<file path="config.mk">
export PLATFORM = sky130hd
export DESIGN_NAME = program_loader
export DESIGN_NICKNAME = d
export VERILOG_FILES = /design/src/rtl/program_loader.sv
export SDC_FILE = /design/constraint.sdc
export NUM_CORES = 1
export LEC_CHECK = 0
export ABC_AREA = 1
export CAP_MARGIN = 10
export CORE_ASPECT_RATIO = 0.5
export CORE_UTILIZATION = 40
export CTS_BUF_LIST = sky130_fd_sc_hd__clkbuf_4 sky130_fd_sc_hd__clkbuf_8
export CTS_CLUSTER_DIAMETER = 100
export DETAILED_ROUTE_END_ITERATION = 7
export GPL_ROUTABILITY_DRIVEN = 0
export PLACE_DENSITY = 0.64
export SLEW_MARGIN = 30
export SYNTH_ARGS = -nofsm -noshare
export SYNTH_HDL_FRONTEND = slang
export SYNTH_SLANG_ARGS = --single-unit
</file>
<file path="constraint.sdc">
create_clock -name clk -period 8.9 [get_ports clk]
set_input_delay 1.78 -clock clk [delete_from_list [all_inputs] [get_ports clk]]
set_output_delay 1.78 -clock clk [all_outputs]
set_load 0.005 [all_outputs]
</file>
<file path="src/rtl/program_loader.sv">
// Byte-stream boot loader: assembles a framed little-endian program image into
// 32-bit instruction-memory writes and holds the core in reset until a good load.
module program_loader #(
    parameter int          MEMORY_DEPTH = 512,
    parameter int          DATA_WIDTH   = 32,
    parameter logic [31:0] BASE_ADDRESS = 32'h0040_0000
) (
    input  logic                  clk,
    input  logic                  reset,
    input  logic                  start,
    input  logic [7:0]            ByteIn,
    input  logic                  ByteValid,
    output logic                  ByteReady,
    output logic                  ImemWrite,
    output logic [31:0]           ImemAddress,
    output logic [DATA_WIDTH-1:0] ImemData,
    output logic                  CoreReset,
    output logic                  Busy,
    output logic                  Done,
    output logic                  Error
);

    typedef enum logic [2:0] {
        S_IDLE,
        S_LEN_LO,
        S_LEN_HI,
        S_DATA,
        S_WRITE,
        S_CHECK,
        S_DONE,
        S_ERROR
    } state_t;

    localparam logic [15:0] MAX_WORDS = 16'(MEMORY_DEPTH);

    state_t                  state_q, state_d;
    logic [15:0]             idx_q, idx_d;
    logic [1:0]              cnt_q, cnt_d;
    logic [7:0]              sum_q, sum_d;
    logic [15:0]             len_q, len_d;
    logic [DATA_WIDTH-1:0]   data_q, data_d;
    logic [31:0]             addr_q, addr_d;
    logic                    ready_q, ready_d;
    logic                    write_q, write_d;
    logic                    busy_q, busy_d;
    logic                    done_q, done_d;
    logic                    error_q, error_d;
    logic                    core_rst_q, core_rst_d;

    logic                    xfer;
    logic [15:0]             len_full;
    logic [15:0]             idx_next;

    assign xfer     = ByteValid && ready_q;
    assign len_full = {ByteIn, len_q[7:0]};
    assign idx_next = idx_q + 16'd1;

    always_comb begin
        state_d = state_q;
        idx_d   = idx_q;
        cnt_d   = cnt_q;
        sum_d   = sum_q;
        len_d   = len_q;
        data_d  = data_q;
        addr_d  = addr_q;
        case (state_q)
            S_IDLE, S_DONE, S_ERROR: begin
                if (start) begin
                    state_d = S_LEN_LO;
                    idx_d   = '0;
                    cnt_d   = '0;
                    sum_d   = '0;
                    data_d  = '0;
                end
            end
            S_LEN_LO: begin
                if (xfer) begin
                    len_d[7:0] = ByteIn;
                    state_d    = S_LEN_HI;
                end
            end
            S_LEN_HI: begin
                if (xfer) begin
                    len_d[15:8] = ByteIn;
                    if (len_full > MAX_WORDS)
                        state_d = S_ERROR;
                    else if (len_full == 16'd0)
                        state_d = S_CHECK;
                    else
                        state_d = S_DATA;
                end
            end
            S_DATA: begin
                if (xfer) begin
                    data_d[{cnt_q, 3'b000} +: 8] = ByteIn;
                    sum_d = sum_q + ByteIn;
                    cnt_d = cnt_q + 2'd1;
                    // Address is captured on the way into WRITE so it is stable for the strobe.
                    if (cnt_q == 2'd3) begin
                        state_d = S_WRITE;
                        addr_d  = BASE_ADDRESS + {14'd0, idx_q, 2'b00};
                    end
                end
            end
            S_WRITE: begin
                idx_d   = idx_next;
                state_d = (idx_next == len_q) ? S_CHECK : S_DATA;
            end
            S_CHECK: begin
                if (xfer)
                    state_d = (ByteIn == sum_q) ? S_DONE : S_ERROR;
            end
            default: state_d = S_IDLE;
        endcase

        // Outputs are decoded from the next state so they come straight from flops.
        ready_d    = (state_d == S_LEN_LO) || (state_d == S_LEN_HI) ||
                     (state_d == S_DATA)   || (state_d == S_CHECK);
        write_d    = (state_d == S_WRITE);
        busy_d     = !((state_d == S_IDLE) || (state_d == S_DONE) || (state_d == S_ERROR));
        done_d     = (state_d == S_DONE);
        error_d    = (state_d == S_ERROR);
        core_rst_d = (state_d != S_DONE);
    end

    always_ff @(posedge clk or posedge reset) begin
        if (reset) begin
            state_q    <= S_IDLE;
            idx_q      <= '0;
            cnt_q      <= '0;
            sum_q      <= '0;
            len_q      <= '0;
            data_q     <= '0;
            addr_q     <= BASE_ADDRESS;
            ready_q    <= 1'b0;
            write_q    <= 1'b0;
            busy_q     <= 1'b0;
            done_q     <= 1'b0;
            error_q    <= 1'b0;
            core_rst_q <= 1'b1;
        end else begin
            state_q    <= state_d;
            idx_q      <= idx_d;
            cnt_q      <= cnt_d;
            sum_q      <= sum_d;
            len_q      <= len_d;
            data_q     <= data_d;
            addr_q     <= addr_d;
            ready_q    <= ready_d;
            write_q    <= write_d;
            busy_q     <= busy_d;
            done_q     <= done_d;
            error_q    <= error_d;
            core_rst_q <= core_rst_d;
        end
    end

    assign ByteReady   = ready_q;
    assign ImemWrite   = write_q;
    assign ImemAddress = addr_q;
    assign ImemData    = data_q;
    assign CoreReset   = core_rst_q;
    assign Busy        = busy_q;
    assign Done        = done_q;
    assign Error       = error_q;

endmodule

</file>
==> impl_metrics.tcl, run 1 <==
set metrics [dict create \
    status "finished, final reports clean" \
    start_util_pct 41.0 \
    power_frac_clock_pct 20.4 \
    cp_data_required_time_ns 9.18 \
    use_met1_pct 28.5 \
    cts.htree.levels 3 \
    fin_crit_sh_pct 42.1 \
    p_leak_nw 2.84 \
    ir_drop_mv 0.0885 \
    cts_tree "yes" \
    drc 0 \
    synthCells 624 \
    worstPathArrival_ns 4.03 \
    tightest_slew_ns 0.853 \
    switching_power_mw 0.584 \
    synth-seq-cells 99 \
    cts_root_buf "clkbuf_8" \
    path_max_fanout 33 \
    io_pins 82 \
    grt_pass1_vias 4095 \
    cts.clk_slew.worst_paths_ns 0.10 \
    routed_via_density 5.05 \
    yosysWarnings 0 \
    yosys.cell_types.count 42 \
    yosysTopAreaCell "dfrtp_1" \
    antenna_found_initial 0 \
    setup_viol 0 \
    min_period_ns 3.75 \
    met2_usage_pct 31.1 \
    dieHeight_um 82.7 \
    rsz0062_at_grt "no" \
    grt_use_met3_pct 3.45 \
    hold_depth 2 \
    netlist_area_um2 5210 \
    route.vias.total 4345 \
    fmax_mhz 267 \
    async_reset_ff_share_pct 100 \
    regArea_um2 2480 \
    antenna_left 0 \
    multi_input_area_um2 2330 \
    clockBufferDepth 2 \
    synth_edf_count 0 \
    fin_skew_ns 0.00887 \
    row_count 29 \
    wire_per_inst_um 14.4 \
    grt_start_max_net_pins 68 \
    cts_hold_buf 0 \
    internal_power_mw 0.815 \
    die_w_um 163 \
    clock_latency_ns 0.38 \
    synth_top_area_share_pct 47.1 \
    end_kind "flop" \
    fin_tns_setup_ns 0 \
    overflow 0 \
    dr.pass1.iters 5 \
    cellPowerDensity_nw_per_um2 227 \
    antenna_cells 0 \
    numCtsBuffers 9 \
    cap_viol_max_count 0 \
    top_usage_layer "met2" \
    wirelength_um 12400 \
    path_cells "clkdlybuf4s50_1 > nand2_1 > nor2_4 > inv_2 > nor2_2 > inv_1 > o21ai_1 > a21oi_1 > nand2_1 > nor2_1 > nand3_1 > nand2_1 > inv_1" \
    start_kind "input pin" \
    coreArea_um2 12700 \
    slew-limit-headroom_pct 43.1 \
    cts_resized 0 \
    dp_hpwl_um 8940 \
    drtIter0Drc 244 \
    nets 711 \
    critPathKind "input pin to flop" \
    fill_cells 1228 \
    swShare_pct 41.7 \
    yosysSeqAreaShare_pct 47.6 \
    max_stage_delay_ns 0.61 \
    synth_area_leaders "dfrtp_1 47%, nand2_1 11%, o21ai_0 5.8%, nand3_1 5.0%, inv_1 4.6%" \
    postCtsSetupRepairBufs 0 \
    grtUsageTotal_pct 20.0 \
    hold_viol_final 0 \
    worst-r2r-cell-count 16 \
    grt_first_pass_wirelength_um 20800 \
    critPathSlowestCell "inv_1" \
    pwr-share-seq_pct 41.5 \
    combPwrFrac_pct 38.1 \
    area_growth_pct 18.3 \
    dominantRegCellSynth "dfrtp_1" \
    clock_sinks 99 \
    r2r_setup_slack_ns 6.32 \
    port_buffers 65 \
    drive_above_1_share_pct 7.67 \
    path_common_cell "nand2_1" \
    syn_avg_cell_area_um2 8.35 \
    die_area_um2 13500 \
    power_mw 1.40 \
    hold_class "flop to flop" \
    drv_slew 0 \
]
[path summary, 6_finish.rpt]
kind | start | to
setup / recovery | ByteValid | Busy$_DFF_PP0_
hold / removal | ImemAddress[4]$_DFFE_PP0P_ | ImemAddress[4]$_DFFE_PP0P_
setup reg to reg | state_q[1]$_DFF_PP0_ | Busy$_DFF_PP0_
hold reg to reg | ImemAddress[4]$_DFFE_PP0P_ | ImemAddress[4]$_DFFE_PP0P_
max in group asynchronous | reset | state_q[2]$_DFF_PP0_
min in group asynchronous | reset | ImemAddress[9]$_DFFE_PP0P_
[metrics by stage]
stage	setup slack (ns)	cell area, um2	utilization (%)	std cells	hold slack (ns)
floorplan	4.53	5260	-	638	0.457
global placement	4.86	5960	46.9	845	0.469
detailed placement	4.78	5970	47.0	845	0.472
CTS	5.18	6160	48.5	861	0.499
global route	4.91	6160	48.5	861	0.513
finish	5.15	6160	48.5	861	0.491
[synth_stat cells, types with 4 or more instances]
cell,count
nand2_1,156
nor4_1,6
nor2_1,35
xor2_1,5
inv_1,64
nand2_2,5
o31ai_1,12
dfrtp_1,98
o22ai_1,9
nand4_1,11
buf_4,17
ha_1,12
inv_2,9
nand3_1,52
a21oi_1,6
buf_2,4
clkbuf_1,9
o21ai_0,60
nor2_4,6
o41ai_1,12
[power groups by stage]
stage	logic, mW	registers [mW]	clock network, mW
after floorplan	0.403	0.574	0
after global placement	0.520	0.588	0
after detailed placement	0.527	0.589	0
after CTS	0.530	0.580	0.296
after global routing	0.611	0.591	0.311
final	0.533	0.580	0.286
[critical path, delay by kind of cell]
| kind | cells | cell delay (ns) |
|---|---|---|
| buffers and inverters | 4 | 1.17 |
| and+or+nand+nor | 7 | 0.69 |
| AOI/OAI and AO/OA | 2 | 0.40 |
[per-layer routing]
metal	wire length [um]	vias up	share of wire (%)
li1	-	2176	-
met1	6340	2017	51
met2	5350	135	43
met3	569	17	4.6
met4	177	0	1.4
met5	0	-	0
[layout by cell type, fill, tap and decap left out, types with 6 or more instances in the layout]
cell type	instances
o31ai_1	12
clkbuf_8	9
dfrtp_1	98
o22ai_1	9
a21oi_1	6
inv_2	9
o21ai_0	60
ha_1	12
o41ai_1	12
nand2_1	156
nand3_1	52
inv_1	63
nand4_1	11
nor2_1	35
clkdlybuf4s50_1	65
conb_1	16
nor2_4	6
[sequential cells by signal (all words and copies together), names as in the netlist]
| register | count |
|---|---|
| ImemData | 32 |
| ImemAddress | 16 |
| idx_q | 16 |
| len_q | 16 |
| sum_q | 8 |
| state_q | 3 |
| cnt_q | 2 |
| Busy | 1 |
| ByteReady | 1 |
| CoreReset | 1 |
| Done | 1 |
| Error | 1 |
| ImemWrite | 1 |
[logic make-up (layout without fill, tap and decap cells)]
family	after synthesis	after routing	synth area share (%)
AO/OA/AOI/OAI	111	111	12.9
XOR/XNOR	10	10	2.23
adder cells (fa/ha/maj)	13	13	3.27
buffers and inverters	104	157	8.81
flip-flops	99	99	47.6
other	2	16	0.144
AND/OR/NAND/NOR	285	285	25.0
[area by class of cell]
type	instances	share of cell area (%)
Tap cell	170	3.45
Multi-Input combinational cell	435	37.9
Clock inverter	7	1.06
Sequential cell	99	40.2
Timing Repair Buffer	67	10.8
Inverter	74	4.55
Clock buffer	9	2.01
(Power assumes the default switching activity.)
==> inputs of run 2 (changes only) <==
==> constraint.sdc (replaced) <==
create_clock -name clk -period 3.8 [get_ports clk]
set_input_delay 0.76 -clock clk [delete_from_list [all_inputs] [get_ports clk]]
set_output_delay 0.76 -clock clk [all_outputs]
set_load 0.005 [all_outputs]
==> run 2 against run 1 <==
Worst hold slack worse by 0.0025 ns. Via count barely moved. Clock power rose by 130%. Critical path depth is 3 lower. Core utilization increased by 0.33 points. Critical endpoint is now ByteReady$_DFF_PP0_. Largest power group unchanged.
==> impl_metrics.tcl, run 2 (synthesis results as in run 1) <==
set metrics [dict create \
    status "finished, final reports clean" \
    start_util_pct 41.0 \
    row_count 29 \
    wire_per_inst_um 14.3 \
    tightest_slew_ns 0.673 \
    final_common_cell "nand2_1" \
    path_max_fanout 5 \
    cts_root_buf "clkbuf_8" \
    cellPowerDensity_nw_per_um2 523 \
    port_buffers 65 \
    worstPathArrival_ns 2.85 \
    cts_hold_buf 0 \
    clock_sinks 99 \
    path_cells "clkdlybuf4s50_1 > ha_1 > nor4_1 > nand3_1 > nand3_1 > nand3_1 > nor2_1 > inv_1 > nand2_1 > o21ai_1" \
    fmax_mhz 385 \
    antenna_cells 0 \
    final_cell_mix "156 x nand2_1, 98 x dfrtp_1, 65 x clkdlybuf4s50_1" \
    clockBufferDepth 2 \
    ir_drop_mv 0.202 \
    dp_hpwl_um 9160 \
    setup_viol 0 \
    power_mw 3.24 \
    die_w_um 163 \
    io_pins 82 \
    antenna_found_initial 0 \
    area_growth_pct 19.1 \
    hold_class "flop to flop" \
    r2r_setup_slack_ns 1.53 \
    layout_setup_ws_ns 1.20 \
    start_kind "input pin" \
    dr.pass1.iters 5 \
    place_ws_ns 0.866 \
    postCtsSetupRepairBufs 0 \
    coreArea_um2 12700 \
    dieHeight_um 82.7 \
    rsz0062_at_grt "no" \
    nets 718 \
    largest_register_ffs 32 \
    critPathSlowestCell "clkdlybuf4s50_1" \
    overflow 0 \
    fin_skew_ns 0.0110 \
    routed_via_density 5.01 \
    route.vias.total 4346 \
    whs_ns 0.489 \
    drv_slew 0 \
    drtIter0Drc 251 \
    drc 0 \
    min_period_ns 2.60 \
    cts.clk_slew.worst_paths_ns 0.09 \
    cts.htree.levels 3 \
    end_kind "flop" \
    clock_latency_ns 0.37 \
    wirelength_um 12400 \
    cts_tree "yes" \
    cap_viol_max_count 0 \
    path_common_cell "nand3_1" \
    grt_first_pass_wirelength_um 20800 \
    hold_viol_final 0 \
    critPathKind "input pin to flop" \
    die_area_um2 13500 \
    grt_pass1_vias 4148 \
    numCtsBuffers 9 \
    crit_family "simple AND/OR/NAND/NOR gates" \
    drive_above_1_share_pct 8.45 \
    grtUsageTotal_pct 20.0 \
    cts_resized 0 \
    fill_cells 1245 \
    crit_buf_inv 2 \
    fin_crit_sh_pct 68.3 \
    cp_data_required_time_ns 4.05 \
    slew-limit-headroom_pct 54.8 \
    p_leak_nw 2.87 \
    antenna_left 0 \
    max_stage_delay_ns 0.60 \
    fin_tns_setup_ns 0 \
    grt_start_max_net_pins 42 \
]
-- run 2: cell count changes in the layout (fill, tap and decap cells not counted) --
cell	change
inv_8	-2
clkinv_4	+1
nor4_2	-1
inv_6	-1
buf_4	+7
clkbuf_8	+1
clkinv_2	+1
nor4_1	+1
-- run 2: area by class of cell --
type | instances | area (um2) | share of cell area (%)
clock buffer | 10 | 138 | 2.22
clock inverter | 6 | 47.5 | 0.766
inverter | 74 | 280 | 4.52
multi-input combinational | 435 | 2330 | 37.5
sequential | 99 | 2480 | 40.0
tap | 170 | 213 | 3.43
timing repair buffer | 74 | 718 | 11.6
-- run 2: per-stage QoR --
step,cell area (um2),utilization (%),cells
after floorplan,5260,-,638
after global routing,6200,48.8,868
after global placement,6010,47.4,852
after CTS,6200,48.8,868
after detailed placement,6010,47.4,852
final,6200,48.8,868
-- run 2: worst reg2reg max path, delay by kind of cell (launching register included) --
family                 cells  cell delay, ns
buffers and inverters      7            0.85
and+or+nand+nor            8            0.59
DFF                        1            0.41
AOI/OAI and AO/OA          2            0.34
-- run 2: worst paths after layout --
| kind | start | end | depth (start not counted) |
|---|---|---|---|
| max reg2reg | state_q[1]$_DFF_PP0_ | Busy$_DFF_PP0_ | 17 |
| max in group asynchronous | reset | CoreReset$_DFF_PP1_ | 3 |
| min | ImemAddress[16]$_DFFE_PP0P_ | ImemAddress[16]$_DFFE_PP0P_ | 2 |
| min in group asynchronous | reset | ImemData[0]$_DFFE_PP0P_ | 2 |
| max | ByteIn[3] | ByteReady$_DFF_PP0_ | 10 |
| min reg2reg | ImemAddress[16]$_DFFE_PP0P_ | ImemAddress[16]$_DFFE_PP0P_ | 2 |
-- run 2: layer usage --
layer	track usage (%)	wire (um)
met1	28.5	6520
met2	31.2	5370
met3	4.35	505
met4	4.30	57
met5	0	0
-- run 2: power by group --
part	internal, mW	total (mW)	switching [mW]
combinational	0.428	1.24	0.812
clock	0.263	0.644	0.381
sequential	1.23	1.36	0.131
total	1.92	3.24	1.32
